File: src/rtl/regfile_ctx.sv
// NREGS x DATA_W register file with narrow/wide read ports, swap, carry-immediate rule,
// optional write-to-read bypass and a valid/ready context save/restore engine.
module regfile_ctx #(
  parameter int DATA_W    = 8,
  parameter int ADDR_W    = 3,
  parameter int R1_ADDR_W = 2,
  parameter int IMM_REG   = 1,
  parameter int BYPASS    = 0
) (
  input  logic                 clock,
  input  logic                 reset_n,
  input  logic                 write_ctrl,
  input  logic                 carry_out,
  input  logic                 swap_ctrl,
  input  logic [R1_ADDR_W-1:0] read_reg1,
  input  logic [ADDR_W-1:0]    read_reg2,
  input  logic [ADDR_W-1:0]    write_reg,
  input  logic [DATA_W-1:0]    write_val,
  output logic [DATA_W-1:0]    read_val1,
  output logic [DATA_W-1:0]    read_val2,
  output logic [DATA_W-1:0]    branch_val,
  input  logic                 ctx_start,
  input  logic                 ctx_restore,
  output logic                 ctx_busy,
  output logic                 ctx_done,
  output logic                 out_valid,
  input  logic                 out_ready,
  output logic [ADDR_W-1:0]    out_addr,
  output logic [DATA_W-1:0]    out_data,
  input  logic                 in_valid,
  output logic                 in_ready,
  input  logic [DATA_W-1:0]    in_data
);
  localparam int NREGS = 1 << ADDR_W;
  localparam logic [ADDR_W-1:0] IMM_A  = ADDR_W'(IMM_REG);
  localparam logic [ADDR_W-1:0] LAST_A = ADDR_W'(NREGS - 1);
  localparam logic [ADDR_W-1:0] FIRST_A = ADDR_W'(1);

  typedef enum logic [1:0] {S_IDLE, S_SAVE, S_RESTORE, S_DONE} state_t;

  state_t             state_q, state_d;
  logic [ADDR_W-1:0]  idx_q, idx_d;
  logic [DATA_W-1:0]  regs_q [NREGS];
  logic [DATA_W-1:0]  regs_d [NREGS];

  logic [ADDR_W-1:0]  ra1;
  logic               idle, wr_en, sw_en;
  logic [DATA_W-1:0]  wr_data, st1, st2;

  assign ra1     = ADDR_W'(read_reg1);
  assign idle    = (state_q == S_IDLE);
  assign wr_en   = write_ctrl && idle;
  assign sw_en   = swap_ctrl && idle;
  assign wr_data = (carry_out && (write_reg == IMM_A)) ? DATA_W'(1) : write_val;
  assign st1     = regs_q[ra1];
  assign st2     = regs_q[read_reg2];

  // Later assignments override earlier ones: carry beats write, swap beats both.
  always_comb begin
    regs_d = regs_q;
    if (wr_en) begin
      regs_d[write_reg] = write_val;
      if (carry_out) regs_d[IMM_A] = DATA_W'(1);
    end
    if (sw_en) begin
      regs_d[ra1]       = st2;
      regs_d[read_reg2] = st1;
    end
    if ((state_q == S_RESTORE) && in_valid) regs_d[idx_q] = in_data;
    regs_d[0] = '0;
  end

  always_ff @(negedge clock or negedge reset_n) begin
    if (!reset_n) begin
      for (int i = 0; i < NREGS; i++) regs_q[i] <= '0;
    end else begin
      regs_q <= regs_d;
    end
  end

  always_ff @(negedge clock or negedge reset_n) begin
    if (!reset_n) begin
      state_q <= S_IDLE;
      idx_q   <= FIRST_A;
    end else begin
      state_q <= state_d;
      idx_q   <= idx_d;
    end
  end

  always_comb begin
    state_d = state_q;
    idx_d   = idx_q;
    case (state_q)
      S_IDLE: begin
        if (ctx_start) begin
          state_d = ctx_restore ? S_RESTORE : S_SAVE;
          idx_d   = FIRST_A;
        end
      end
      S_SAVE, S_RESTORE: begin
        if ((state_q == S_SAVE) ? out_ready : in_valid) begin
          if (idx_q == LAST_A) begin
            state_d = S_DONE;
            idx_d   = FIRST_A;
          end else begin
            idx_d = idx_q + FIRST_A;
          end
        end
      end
      S_DONE:  state_d = S_IDLE;
      default: state_d = S_IDLE;
    endcase
  end

  always_comb begin
    ctx_busy  = 1'b0;
    ctx_done  = 1'b0;
    out_valid = 1'b0;
    in_ready  = 1'b0;
    out_addr  = '0;
    out_data  = '0;
    case (state_q)
      S_SAVE: begin
        ctx_busy  = 1'b1;
        out_valid = 1'b1;
        out_addr  = idx_q;
        out_data  = regs_q[idx_q];
      end
      S_RESTORE: begin
        ctx_busy = 1'b1;
        in_ready = 1'b1;
      end
      S_DONE:  ctx_done = 1'b1;
      default: ;
    endcase
  end

  // Forwarding covers normal writes only; swap and restore results appear after the edge.
  assign read_val1  = ((BYPASS != 0) && wr_en && (write_reg != '0) && (write_reg == ra1))
                      ? wr_data : st1;
  assign read_val2  = ((BYPASS != 0) && wr_en && (write_reg != '0) && (write_reg == read_reg2))
                      ? wr_data : st2;
  assign branch_val = regs_q[LAST_A];

endmodule

File: config.mk
export PLATFORM = sky130hd
export DESIGN_NAME = regfile_ctx
export DESIGN_NICKNAME = d
export VERILOG_FILES = /design/src/rtl/regfile_ctx.sv
export SDC_FILE = /design/constraint.sdc
export NUM_CORES = 1
export LEC_CHECK = 0
export BUFFER_PORTS_ARGS = -buffer_cell sky130_fd_sc_hd__buf_2
export CORE_MARGIN = 3
export CORE_UTILIZATION = 59
export CTS_CLUSTER_DIAMETER = 60
export DETAILED_ROUTE_END_ITERATION = 6
export PLACE_DENSITY = 0.87
export SLEW_MARGIN = 15
export SYNTH_ARGS = -nofsm -noshare
export SYNTH_HDL_FRONTEND = slang
export SYNTH_SLANG_ARGS = --single-unit
export TNS_END_PERCENT = 50
File: constraint.sdc
create_clock -name clock -period 2.7 [get_ports clock]
set_input_delay 0.405 -clock clock [delete_from_list [all_inputs] [get_ports clock]]
set_output_delay 0.405 -clock clock [all_outputs]
set_load 0.05 [all_outputs]
==> out/qor.csv, run 1 <==
stage;metric;value;unit
clocking;clk root buf;clkbuf_8;
synth;Synth area leaders;dfrtn_1 (28%), mux2i_1 (13%), mux2_2 (10%);
synth;Synth Area in Adders;1.66;%
placement;Final HPWL DP;18400;um
synth;Syn Area/Cell;8.79;um2
clocking;H-Tree Depth;3;
synth;top-area cell type share of the netlist area;28.4;%
synth;simple-gate share of the synthesized area;17.0;%
clocking;# hold bufs at CTS;0;
clocking;# clock sinks;61;
placement;IO buf count;71;
synth;post-synth net total;641;
floorplanning;die width;101;um
floorplanning;Die Y;101;um
placement;Placer Congestion;1.25;
floorplanning;initial core utilization;62.4;%
synth;Yosys warning count;0;
synth;Netlist Area Pre-Place;5280;um2
run_status;First Err;[ERROR DPL-0038] Utilization greater than 100%, impossible to legalize;
clocking;CTS Buf Count;9;
synth;synth cell count leaders;mux2i_1 (67), nand2_1 (64), dfrtn_1 (60);
synth;share of flip-flops with an asynchronous set or reset;100;%
floorplanning;row cnt;33;
run_status;Exit stage;4_1_cts;
synth;mux share of post-synthesis cell area;26.2;%
synth;Netlist cell types;61;
synth;largest family of logic cells by synthesized area;multiplexers;
synth;Most used DFF post-synth;dfrtn_1;
clocking;CTS Buffer Depth;2;
synth;EDFF count, synth;0;
synth;cell taking the most area after synthesis;dfrtn_1;
synth;Syn Inst Count;601;
synth;Synth Area in Compound Gates;20.1;%
floorplanning;Ports;72;
run_status;status;did not finish;
synth;xor/xnor share of the synthesized area;0;%
synth;most frequent cell after synthesis;mux2i_1;
clocking;Setup Buffers After CTS;61;
synth;register area share after synthesis;28.9;%
synth;Yosys reg bits;61;
clocking;cts repair resizes;318;
==> stage by stage <==
| step | worst slack, ps | hold WS (ps) | area (um2) | instances |
|---|---|---|---|---|
| floorplan | -890 | 518 | 5860 | 601 |
| global placement | -633 | 554 | 7460 | 915 |
| detailed placement | -775 | 579 | 7460 | 915 |
==> cells by family after synthesis <==
family	after synthesis
adders and majority gates	7
AOI/OAI and AO/OA	163
buffers and inverters	65
DFF	61
muxes	126
and+or+nand+nor	179
==> run 2, diff against run 1 <==
Settings changed: CORE_UTILIZATION 59 to 40, CTS_CLUSTER_DIAMETER 60 to not set, PLACE_DENSITY 0.87 to not set, PLACE_DENSITY_LB_ADDON set to 0.15.
==> run 2 against run 1 <==
The flow now finishes, with violations (setup timing). Synthesized cell count is the same. Synthesized area is the same.
==> out/qor.csv, run 2 <==
stage;metric;value;unit;change
clocking;# hold bufs at CTS;0;;unchanged
clocking;CTS clk-pin slew, worst paths;40;ps;
timing;setup TNS;-34460;ps;
synth;post-synth net total;641;;unchanged
floorplanning;Ports;72;;unchanged
floorplanning;initial core utilization;41.4;%;-21 points
timing;measured slew at the worst slew-check pin;456;ps;
cells_and_area;Top reg by flops;regs_q;;
critical_path;CP Capture Point;out_data[4];;
timing;Final Max Tran Viols;0;;
critical_path;r2r startpoint;idx_q[0];;
placement;IO buf count;71;;unchanged
global_route;grt met1 use;45.5;%;
clocking;# clock sinks;61;;unchanged
clocking;H-Tree Depth;3;;unchanged
timing;PnR worst setup slack;-1020;ps;
cells_and_area;# nets final;972;;
synth;Netlist cell types;61;;unchanged
synth;register area share after synthesis;28.9;%;unchanged
timing;Final Hold Viols;0;;
synth;Yosys warning count;0;;unchanged
synth;Syn Area/Cell;8.79;um2;unchanged
synth;Synth area leaders;dfrtn_1 (28%), mux2i_1 (13%), mux2_2 (10%);;
floorplanning;Die Y;121;um;+20%
clocking;CTS Buf Count;9;;unchanged
global_route;total grt overflow;0;;
worst_hold_path;Tightest Hold Check Type;reg2reg;;
critical_path;WP data required;2300;ps;
global_route;initial antenna violation count;0;;
route;drc violations;0;;
synth;share of flip-flops with an asynchronous set or reset;100;%;unchanged
critical_path;WS Path Type;reg2out;;
clocking;CTS Buffer Depth;2;;unchanged
cells_and_area;Fill cells;770;;
timing;Final setup viols;95;;
critical_path;R2R depth;7;;
critical_path;critical path fanouts, max;4;;
global_route;met3 Usage GRT;7.83;%;
floorplanning;row cnt;41;;+24%
timing;slew margin rel.;69.6;%;
timing;RSZ-0062 raised after global routing;yes;;
cells_and_area;Core Util, Final;80.9;%;
synth;Most used DFF post-synth;dfrtn_1;;
global_route;vias in the first global route;6707;;
clocking;clk root buf;clkbuf_16;;
run_status;failing checks;setup timing;;
run;max cap viols;0;;
critical_path;Critical Path End Type;output pin;;
synth;synth cell count leaders;mux2i_1 (67), nand2_1 (64), dfrtn_1 (60);;
critical_path;CP Cell Sequence;mux4_2, nor2_4, nor3_4, buf_6;;
global_route;pin count of the biggest net entering global routing;22;;
route;Routed Antenna Nets;0;;
critical_path;Setup crit start;idx_q[0];;
synth;Netlist Area Pre-Place;5280;um2;unchanged
global_route;GR Util All Layers;36.8;%;
route;First-pass DRT Iterations;5;;
route;initial DRC count;561;;
synth;Syn Inst Count;601;;unchanged
floorplanning;core area;12800;um2;
cells_and_area;leading cell type in the layout, fill and taps excluded;buf_4;;
route;DR WL/cell;24.6;um;
synth;EDFF count, synth;0;;unchanged
power;total power;10.9;mW;
worst_hold_path;Hold Crit Start;state_q[1];;
placement;Placed Cells incl. Taps;1001;;+9.4%
placement;Final HPWL DP;18400;um;+0.19%
cells_and_area;Final Instance Count excl. Fillers;1107;;
cells_and_area;area occupied by multi-input gates;4570;um2;
placement;Placer Congestion;1.10;;-12%
floorplanning;die width;121;um;+20%
clocking;CTS tree;done;;
cells_and_area;share of cells above drive strength 1;65.3;%;
floorplanning;area of the die;14600;um2;
route;DR vias;6622;;
clocking;clock latency on the worst-skew pair;390;ps;
cells_and_area;most frequent cells in the layout;buf_4 (196), buf_6 (88), mux2i_1 (61);;
critical_path;RR Endpoint;regs_q[38];;
power;P_leak;4.43;nW;
critical_path;Worst EP arrival;3320;ps;
cells_and_area;max reg flops;48;;
critical_path;Critical Path Slowest Stage Cell;dfstp_2;;
route;Routed Wire Length;27200;um;
power;peak supply drop;0.614;mV;
global_route;grt met2 use;59.1;%;
cells_and_area;area grow syn2layout;95.6;%;
cells_and_area;Reg area;1530;um2;
route;DR vias/cell;5.98;;
power;Power Dens Cells;1050;nW/um2;
run_status;status;complete, but fails checks;;
global_route;GRT Max-Usage Layer;met2;;
synth;top-area cell type share of the netlist area;28.4;%;unchanged
critical_path;Worst Setup Start Kind;register;;
timing;Worst Skew;53.6;ps;
synth;cell taking the most area after synthesis;dfrtn_1;;
synth;Yosys reg bits;61;;unchanged
critical_path;r2r setup slk;520;ps;
critical_path;delay of the slowest cell on the worst path;640;ps;
synth;most frequent cell after synthesis;mux2i_1;;
global_route;global-route wire length before repair;39800;um;
cells_and_area;n_diodes;0;;
run 2: cell families after synthesis:
kind of cell / count (synthesis) / share of synthesized area [%]
simple gates: 179 / 17.0
compound gates: 163 / 20.1
mux: 126 / 26.2
buf+inv: 65 / 6.11
flops: 61 / 28.9
fa+ha+maj: 7 / 1.66
run 2: cell type report:
| type | count | area share, % |
|---|---|---|
| tap | 172 | 2.08 |
| inverter | 15 | 0.738 |
| sequential | 61 | 14.8 |
| multi-input combinational | 475 | 44.2 |
| timing repair buffer | 369 | 35.4 |
| clock buffer | 12 | 2.38 |
| clock inverter | 3 | 0.375 |
run 2: how the worst min path moves through the flow:
| stage | to | cells past startpoint |
|---|---|---|
| after floorplan | state_q[1] | 2 |
| after global placement | state_q[1] | 3 |
| after detailed placement | state_q[1] | 3 |
| after CTS | state_q[1] | 3 |
| after global routing | state_q[1] | 3 |
| final | state_q[1] | 3 |
run 2: worst max-delay path: cells and delay by family, from the launching register on:
| family | cells | cell delay (ps) |
|---|---|---|
| buffers and inverters | 1 | 150 |
| multiplexers | 1 | 600 |
| AND/OR/NAND/NOR | 2 | 180 |
| flip-flops | 1 | 640 |
run 2: per-layer routing:
layer / wire length, um / part of all wire [%]
met5: 0 / 0
met4: 1660 / 6.1
met3: 2050 / 7.5
met2: 12900 / 47
met1: 10600 / 39
run 2: metrics by stage:
step | area (um2) | hold WS, ps | setup slack, ps
global route | 10300 | 704 | -1070
floorplan | 5860 | 518 | -890
CTS | 9760 | 661 | -1010
global placement | 7760 | 614 | -707
detailed placement | 7760 | 624 | -744
finish | 10300 | 655 | -1020
run 2: timing repair:
| action | 4_1_cts | 5_1_grt |
|---|---|---|
| gates cloned | 1 | 0 |
| pin swaps | 58 | 28 |
| endpoints found under the setup margin | 95 | 95 |
| resized for setup | 310 | 87 |
| setup buffers | 65 | 36 |
run 2: report_power, final:
group          switching, mW  leakage [nW]  internal (mW)
clock network          0.430         0.144          0.730
registers              0.526         0.746           1.41
logic                   3.81          3.54           3.97
total                   4.77          4.43           6.11
Power figures use the tool's default switching activity.
